$ cat src/rtl/mips_ctrl_fsm.sv
// Multi-cycle control FSM for the 31-instruction MIPS core.
// Sequences FETCH/DECODE/EXEC/MEM/WB, drives datapath strobes and selects, traps on bad opcodes.
module mips_ctrl_fsm #(
    parameter int W_STATE = 3
) (
    input  logic               clk,
    input  logic               rst,
    input  logic [31:0]        ir,
    input  logic               zero,
    input  logic               im_ack,
    input  logic               dm_ack,
    output logic               im_req,
    output logic               ir_we,
    output logic               pc_we,
    output logic [1:0]         pc_src,
    output logic [4:0]         aluc,
    output logic               alu_a_sel,
    output logic [1:0]         alu_b_sel,
    output logic               rf_we,
    output logic [1:0]         rf_waddr_sel,
    output logic [1:0]         rf_wdata_sel,
    output logic               dm_req,
    output logic               dm_we,
    output logic               illegal,
    output logic [W_STATE-1:0] state
);

    typedef enum logic [W_STATE-1:0] {
        S_FETCH  = 'd0,
        S_DECODE = 'd1,
        S_EXEC   = 'd2,
        S_MEM    = 'd3,
        S_WB     = 'd4,
        S_TRAP   = 'd5
    } state_t;

    typedef enum logic [3:0] {
        C_RR, C_RI, C_LW, C_SW, C_BEQ, C_BNE, C_J, C_JAL, C_JR, C_ILL
    } cls_t;

    state_t     st;
    cls_t       cls;
    cls_t       d_cls;
    logic [4:0] d_aluc;
    logic       d_asel;
    logic [1:0] d_bsel;
    logic [5:0] op;
    logic [5:0] funct;
    logic       unused_ir;

    assign op        = ir[31:26];
    assign funct     = ir[5:0];
    assign unused_ir = ^ir[25:6];

    // Instruction decode; consumed directly in DECODE, latched on DECODE->EXEC.
    always_comb begin
        d_aluc = 5'b00000;
        d_asel = 1'b0;
        d_bsel = 2'd0;
        d_cls  = C_ILL;
        case (op)
            6'h00: begin
                d_cls = C_RR;
                case (funct)
                    6'h20: d_aluc = 5'b00000;
                    6'h21: d_aluc = 5'b00001;
                    6'h22: d_aluc = 5'b00010;
                    6'h23: d_aluc = 5'b00011;
                    6'h24: d_aluc = 5'b00100;
                    6'h25: d_aluc = 5'b00101;
                    6'h26: d_aluc = 5'b00110;
                    6'h27: d_aluc = 5'b00111;
                    6'h2A: d_aluc = 5'b01000;
                    6'h2B: d_aluc = 5'b01001;
                    6'h00: begin d_aluc = 5'b01010; d_asel = 1'b1; end
                    6'h02: begin d_aluc = 5'b01011; d_asel = 1'b1; end
                    6'h03: begin d_aluc = 5'b01100; d_asel = 1'b1; end
                    6'h04: d_aluc = 5'b01101;
                    6'h06: d_aluc = 5'b01110;
                    6'h07: d_aluc = 5'b01111;
                    6'h08: begin d_aluc = 5'b10000; d_cls = C_JR; end
                    default: d_cls = C_ILL;
                endcase
            end
            6'h08: begin d_aluc = 5'b10001; d_bsel = 2'd1; d_cls = C_RI;  end
            6'h09: begin d_aluc = 5'b10010; d_bsel = 2'd1; d_cls = C_RI;  end
            6'h0C: begin d_aluc = 5'b10011; d_bsel = 2'd2; d_cls = C_RI;  end
            6'h0D: begin d_aluc = 5'b10100; d_bsel = 2'd2; d_cls = C_RI;  end
            6'h0E: begin d_aluc = 5'b10101; d_bsel = 2'd2; d_cls = C_RI;  end
            6'h23: begin d_aluc = 5'b10110; d_bsel = 2'd1; d_cls = C_LW;  end
            6'h2B: begin d_aluc = 5'b10111; d_bsel = 2'd1; d_cls = C_SW;  end
            6'h04: begin d_aluc = 5'b11000; d_cls = C_BEQ; end
            6'h05: begin d_aluc = 5'b11001; d_cls = C_BNE; end
            6'h0A: begin d_aluc = 5'b11010; d_bsel = 2'd1; d_cls = C_RI;  end
            6'h0B: begin d_aluc = 5'b11011; d_bsel = 2'd1; d_cls = C_RI;  end
            6'h0F: begin d_aluc = 5'b11100; d_bsel = 2'd2; d_cls = C_RI;  end
            6'h02: begin d_aluc = 5'b11101; d_cls = C_J;   end
            6'h03: begin d_aluc = 5'b11110; d_cls = C_JAL; end
            default: d_cls = C_ILL;
        endcase
    end

    always_ff @(posedge clk or posedge rst) begin
        if (rst) begin
            st        <= S_FETCH;
            cls       <= C_RR;
            aluc      <= 5'b00000;
            alu_a_sel <= 1'b0;
            alu_b_sel <= 2'd0;
        end else begin
            case (st)
                S_FETCH:  if (im_ack) st <= S_DECODE;
                S_DECODE: begin
                    case (d_cls)
                        C_ILL:             st <= S_TRAP;
                        C_J, C_JAL, C_JR:  st <= S_FETCH;
                        default: begin
                            st        <= S_EXEC;
                            cls       <= d_cls;
                            aluc      <= d_aluc;
                            alu_a_sel <= d_asel;
                            alu_b_sel <= d_bsel;
                        end
                    endcase
                end
                S_EXEC: begin
                    case (cls)
                        C_BEQ, C_BNE: st <= S_FETCH;
                        C_LW, C_SW:   st <= S_MEM;
                        default:      st <= S_WB;
                    endcase
                end
                S_MEM:   if (dm_ack) st <= (cls == C_SW) ? S_FETCH : S_WB;
                S_WB:    st <= S_FETCH;
                S_TRAP:  st <= S_TRAP;
                default: st <= S_FETCH;
            endcase
        end
    end

    // Strobes are gated by rst so requests drop the instant reset asserts.
    always_comb begin
        im_req       = 1'b0;
        ir_we        = 1'b0;
        pc_we        = 1'b0;
        pc_src       = 2'd0;
        rf_we        = 1'b0;
        rf_waddr_sel = 2'd0;
        rf_wdata_sel = 2'd0;
        dm_req       = 1'b0;
        dm_we        = 1'b0;
        if (!rst) begin
            case (st)
                S_FETCH: begin
                    im_req = 1'b1;
                    ir_we  = im_ack;
                    pc_we  = im_ack;
                end
                S_DECODE: begin
                    case (d_cls)
                        C_J:  begin pc_we = 1'b1; pc_src = 2'd2; end
                        C_JR: begin pc_we = 1'b1; pc_src = 2'd3; end
                        C_JAL: begin
                            pc_we        = 1'b1;
                            pc_src       = 2'd2;
                            rf_we        = 1'b1;
                            rf_waddr_sel = 2'd2;
                            rf_wdata_sel = 2'd2;
                        end
                        default: ;
                    endcase
                end
                S_EXEC: begin
                    if (cls == C_BEQ) begin pc_we = zero;  pc_src = 2'd1; end
                    if (cls == C_BNE) begin pc_we = ~zero; pc_src = 2'd1; end
                end
                S_MEM: begin
                    dm_req = 1'b1;
                    dm_we  = (cls == C_SW);
                end
                S_WB: begin
                    rf_we        = 1'b1;
                    rf_waddr_sel = (cls == C_RR) ? 2'd0 : 2'd1;
                    rf_wdata_sel = (cls == C_LW) ? 2'd1 : 2'd0;
                end
                default: ;
            endcase
        end
    end

    assign illegal = (st == S_TRAP);
    assign state   = st;

endmodule

$ cat config.mk
export PLATFORM = sky130hd
export DESIGN_NAME = mips_ctrl_fsm
export DESIGN_NICKNAME = d
export VERILOG_FILES = /design/src/rtl/mips_ctrl_fsm.sv
export SDC_FILE = /design/constraint.sdc
export NUM_CORES = 1
export LEC_CHECK = 0
export ABC_AREA = 1
export CORE_MARGIN = 5
export CORE_UTILIZATION = 42
export DETAILED_ROUTE_END_ITERATION = 12
export PLACE_DENSITY = 0.88
export SETUP_SLACK_MARGIN = 0.1
export SLEW_MARGIN = 20
export SYNTH_ARGS = -nofsm -noshare
export SYNTH_HDL_FRONTEND = slang
export SYNTH_SLANG_ARGS = --single-unit
export TNS_END_PERCENT = 1
$ cat constraint.sdc
create_clock -name clk -period 1.9 [get_ports clk]
set_input_delay 0.38 -clock clk [delete_from_list [all_inputs] [get_ports clk]]
set_output_delay 0.38 -clock clk [all_outputs]
set_load 0.05 [all_outputs]
# After elaboration in Yosys (flattened, before gate mapping)
# Index checks and enable logic that the tools add are counted.
[op_classes]
n_mux = 41
reduce_logical = 16
bitwise_logic = 2
n_eq_ne = 45
[ops]
columns = ["op", "count"]
rows = [
  ["$pmux W5 S16", 1],
  ["$pmux W5 S15", 1],
  ["$eq A6 B6 Y1 const B", 12],
  ["$eq A6 B4 Y1 const B", 9],
  ["$pmux W4 S8", 1],
  ["$eq A6 B3 Y1 const B", 5],
  ["$eq A6 B2 Y1 const B", 4],
  ["$pmux W2 S2", 5],
  ["$mux W1", 19],
  ["$eq A4 B3 Y1 const B", 4],
  ["$reduce_or A16 Y1", 1],
  ["$pmux W3 S5", 1],
  ["$logic_not A6 Y1", 2],
  ["$pmux W3 S2", 2],
  ["$mux W2", 5],
  ["$mux W3", 3],
  ["$eq A4 B2 Y1 const B", 2],
  ["$eq A4 B4 Y1 const B", 2],
  ["$pmux W4 S2", 1],
  ["$reduce_or A4 Y1", 2],
  ["$reduce_or A8 Y1", 1],
  ["$eq A3 B2 Y1 const B", 2],
  ["$eq A3 B3 Y1 const B", 2],
  ["$reduce_or A2 Y1", 3],
  ["other kinds (10)", 14],
]
[totals]
regBits = 15
in_bits = 37
out_inout_bits = 24
word_cells = 109

# Longest topological paths before layout
[depth]
ltp_word = 9
mapped_depth = 12
ltp_nobuf = 12

# Least setup slack after synthesis
# OpenSTA, ideal clock, no wires.
[synth_timing]
path_type = "reg2out"
startpoint = "register st[2] (netlist: state[2])"
endpoint = "output dm_we"
stages_incl_launch_ff = 6
t_required_ns = 1.520
t_arrival_ns = 2.455
setup_slack_ns = -0.935
path_buffers = 0
cell_sequence = "dfrtp_1 > inv_1 > nand2_1 > nor2_1 > inv_1 > nor4_1"
[synth_via]
elab_chain_len = 3
[synth_lines]
columns = ["item", "line_no", "rtl"]
rows = [
  ["from (decl)", "41", "state_t st;"],
  ["from (signal assigned)", "133", "S_MEM: if (dm_ack) st <= (cls == C_SW) ? S_FETCH : S_WB;"],
  ["$eq A3 B2 Y1", "153", "case (st)"],
  ["$mux W1", "153", ""],
  ["$mux W1", "152", "if (!rst) begin"],
  ["to (decl)", "23", "output logic dm_we,"],
]
# Every way passes these cells.

# Final worst setup path
[layout_timing]
startpoint = "input ir[31]"
endpoint = "output rf_we"
[layout_via]
elab_chain_len = 7
elab_cells_between_ends = 21
classes_between = "eq/ne: 15; mux: 4; reduce/logical: 2"
[layout_lines]
columns = ["item", "line_no", "rtl"]
rows = [
  ["from (decl)", "8", "input logic [31:0] ir,"],
  ["$eq A6 B4 Y1", "61", "case (op)"],
  ["$reduce_or A8 Y1 (no line)", "-", ""],
  ["$pmux W4 S8 (*)", "61", ""],
  ["$eq A4 B3 Y1 (*)", "160", "case (d_cls)"],
  ["$mux W1 (*)", "160", ""],
  ["$pmux W1 S2 (*)", "153", ""],
  ["$mux W1 (*)", "152", ""],
  ["to (decl)", "19", "output logic rf_we,"],
]
# Every way passes the cells marked *; elsewhere a longest branch is shown, timed or not.

==> impl_metrics.ini <==
[cts]
clockBufferDepth = 2
tritoncts = done
cts-root-buf = clkbuf_4
path_clk_slew_ps = 100
clk_latency_ps = 300
clock-sinks = 15
cts_made_buffers = 3
h-tree-depth = 1

[logic_synthesis]
syn_avg_cell_area_um2 = 6.19
synth_top_area_cell = dfrtp_1
syn_nets = 252
async_flop_share_pct = 100
ys_warn_count = 0
synthCells = 215
yosysSeqAreaShare_pct = 28.2
ys.flop_type = dfrtp_1
yosys_register_bits = 15
netlist.area_leader.share_pct = 28.2
synth_cell_types = 30
synth_edf_count = 0
synth_area_leaders = dfrtp_1 28%, nand2_1 16%, nor2_1 9.9%
syn-cell-area_mm2 = 0.00133

[sta]
final.min_clock_period_ps = 2170
grt_setup_unrepaired = yes
tightest_slew_ps = 486
max_freq_mhz = 461
fin_skew_ps = 15.5
fin_setup_tns_ps = -1690
setup_viol = 11
maxSlewViolCount = 0
setup_ws_ps = -268
timing.final.crit_share_pct = 114
hold_viol = 0
relSlewSlack_pct = 67.7

[worst_setup_path]
path_class = primary input to output port
slowest_stage = clkdlybuf4s15_2
crit_chain = clkdlybuf4s15_2 > nor2_4 > buf_4 > nand3_4 > a31oi_1 > nand2_1 > nand2_1 > nand2_2 > o21ai_4 > buf_12
crit_path_end_kind = output port
crit_arrival_ps = 1790
worst_ep_required_time_ps = 1520
cpPeakStageDelay_ps = 210
cp_max_fo = 3
cp_common_cell = nand2_1
crit_path_start_kind = primary input

[placement]
io_buffers = 40
place_hpwl_um = 3690
gp_congestion = 1.09
place_area_mm2 = 0.00230
dpl_worst_slack_ps = -477

[routing]
viasPerCell = 5.70
post-route-drc-count = 0
vias = 2013
routed_wirelength_um = 5890
antenna_left = 0
wire_per_inst_um = 16.7
firstDrtPassIters = 5
dr.first_iter.drc_count = 172

[power_and_ir_drop]
max-vdd-ir-drop_mv = 0.684
power_density_mw_per_mm2 = 933
total_leakage_power_nw = 1.22

[die]
core-area_mm2 = 0.00305
fp.dieW_um = 66.3
fp-row-count = 20
initial_utilization_pct = 43.6
fp.dieH_um = 66.3
io_pins = 61
dieArea_mm2 = 0.00440

[finish]
final_util_pct = 82.3
final_cell_area_mm2 = 0.00251
drive_above_1_share_pct = 50.5
syn2layout_area_growth_pct = 88.8
fin_nets = 347
num_antenna_cells = 0

[status]
status = finished, violations left
violations = setup timing

[global_route]
first_global_vias = 1896
grt_max_degree = 16
antenna_found_initial = 0
groute.usage.overall_pct = 24.7
grt_pass1_wl_um = 8380
grt_overflow_total = 0

[job]
max-cap-violations = 0

[worst_hold_path]
hold_class = primary input to async pin
[through the flow]
step,total power (W),hold WS [ps],instances
after floorplan,0.00143,459,215
after global placement,0.00196,468,339
after detailed placement,0.00200,472,339
after CTS,0.00226,365,351
after global routing,0.00247,396,353
final,0.00235,377,353
[logic make-up (layout without fill, tap and decap cells)]
family | Yosys count | after routing | share of synthesized area, %
AOI/OAI and AO/OA | 35 | 35 | 15.9
DFF | 15 | 15 | 28.2
and+or+nand+nor | 134 | 134 | 46.0
buffers and inverters | 31 | 125 | 9.96
[worst max-delay path, delay by kind of cell]
kind | cells | cell delay [ps]
AO/OA/AOI/OAI | 2 | 350
buffers and inverters | 3 | 510
AND/OR/NAND/NOR | 5 | 540
[routing by layer]
layer / track usage (%) / up-vias / wire (um)
met5: 0 / - / 0
met4: 11.7 / 0 / 384
met3: 6.46 / 56 / 520
met2: 43.4 / 150 / 2760
met1: 27.2 / 907 / 2230
li1: - / 900 / -
[synthesized netlist by cell type, types with 2 or more instances]
| library cell | number |
|---|---|
| nor3_1 | 5 |
| inv_2 | 3 |
| inv_1 | 23 |
| a31oi_1 | 4 |
| nor2_1 | 35 |
| nand3_2 | 2 |
| o21ai_0 | 14 |
| buf_4 | 2 |
| o21ai_2 | 3 |
| nand3_1 | 15 |
| a21oi_1 | 7 |
| or2_2 | 3 |
| nor2_2 | 6 |
| nand4_1 | 2 |
| nand2_2 | 3 |
| nand2_1 | 58 |
| dfrtp_1 | 15 |
| o211ai_1 | 3 |
[layout make-up]
type	count	area, um2
clock inverters	1	5.00
fillers	186	539
repair buffers	95	907
multi-input cells	169	1040
inverters	26	104
well taps	44	55.1
clock buffers	3	22.5
flip-flops and latches	15	379
[what timing repair did]
item	CTS	global route
setup buffers	8	2
cloned	0	0
setup endpoints to repair	27	18
gates resized for setup	57	11
pin swaps	13	6
hold buffers	0	0
[layout by cell type, fill, tap and decap left out, drive strengths merged]
master and count:
nor3 5, clkdlybuf4s50 3, inv 25, o221ai 1, dlygate4sd2 7, nand3b 1
buf 79, or2 3, clkdlybuf4s15 5, o211ai 3, o2111ai 1, a21oi 7
clkinvlp 1, nand4 3, o211a 1, or3b 1, nand3 17, a31oi 4
nor2 42, nand2 61, clkinv 1, o21ai 18, nor4 1, dfrtp 15
clkbuf 4
[registers in the layout, indices dropped and copies added, names as in the netlist]
register   count
alu_a_sel      1
alu_b_sel      2
aluc           5
cls            4
state          3
[worst paths after layout]
path | from | to | slack [ps] | cells past startpoint
worst max-delay path | ir[31] | rf_we | -270 | 10
worst min-delay path | rst | cls[1] | 380 | 3
worst max register to register | state[0] | aluc[3] | 200 | 8
worst min register to register | aluc[3] | aluc[3] | 500 | 2
max in group asynchronous | rst | alu_b_sel[1] | 1330 | 3
min in group clk | aluc[3] | aluc[3] | 500 | 2
[power breakdown]
| group | leakage, nW | internal, W | switching, W |
|---|---|---|---|
| clock network | 0.0177 | 0.0000784 | 0.000105 |
| registers | 0.196 | 0.000434 | 0.000103 |
| logic | 1.01 | 0.000588 | 0.00104 |
(Power assumes the default switching activity.)
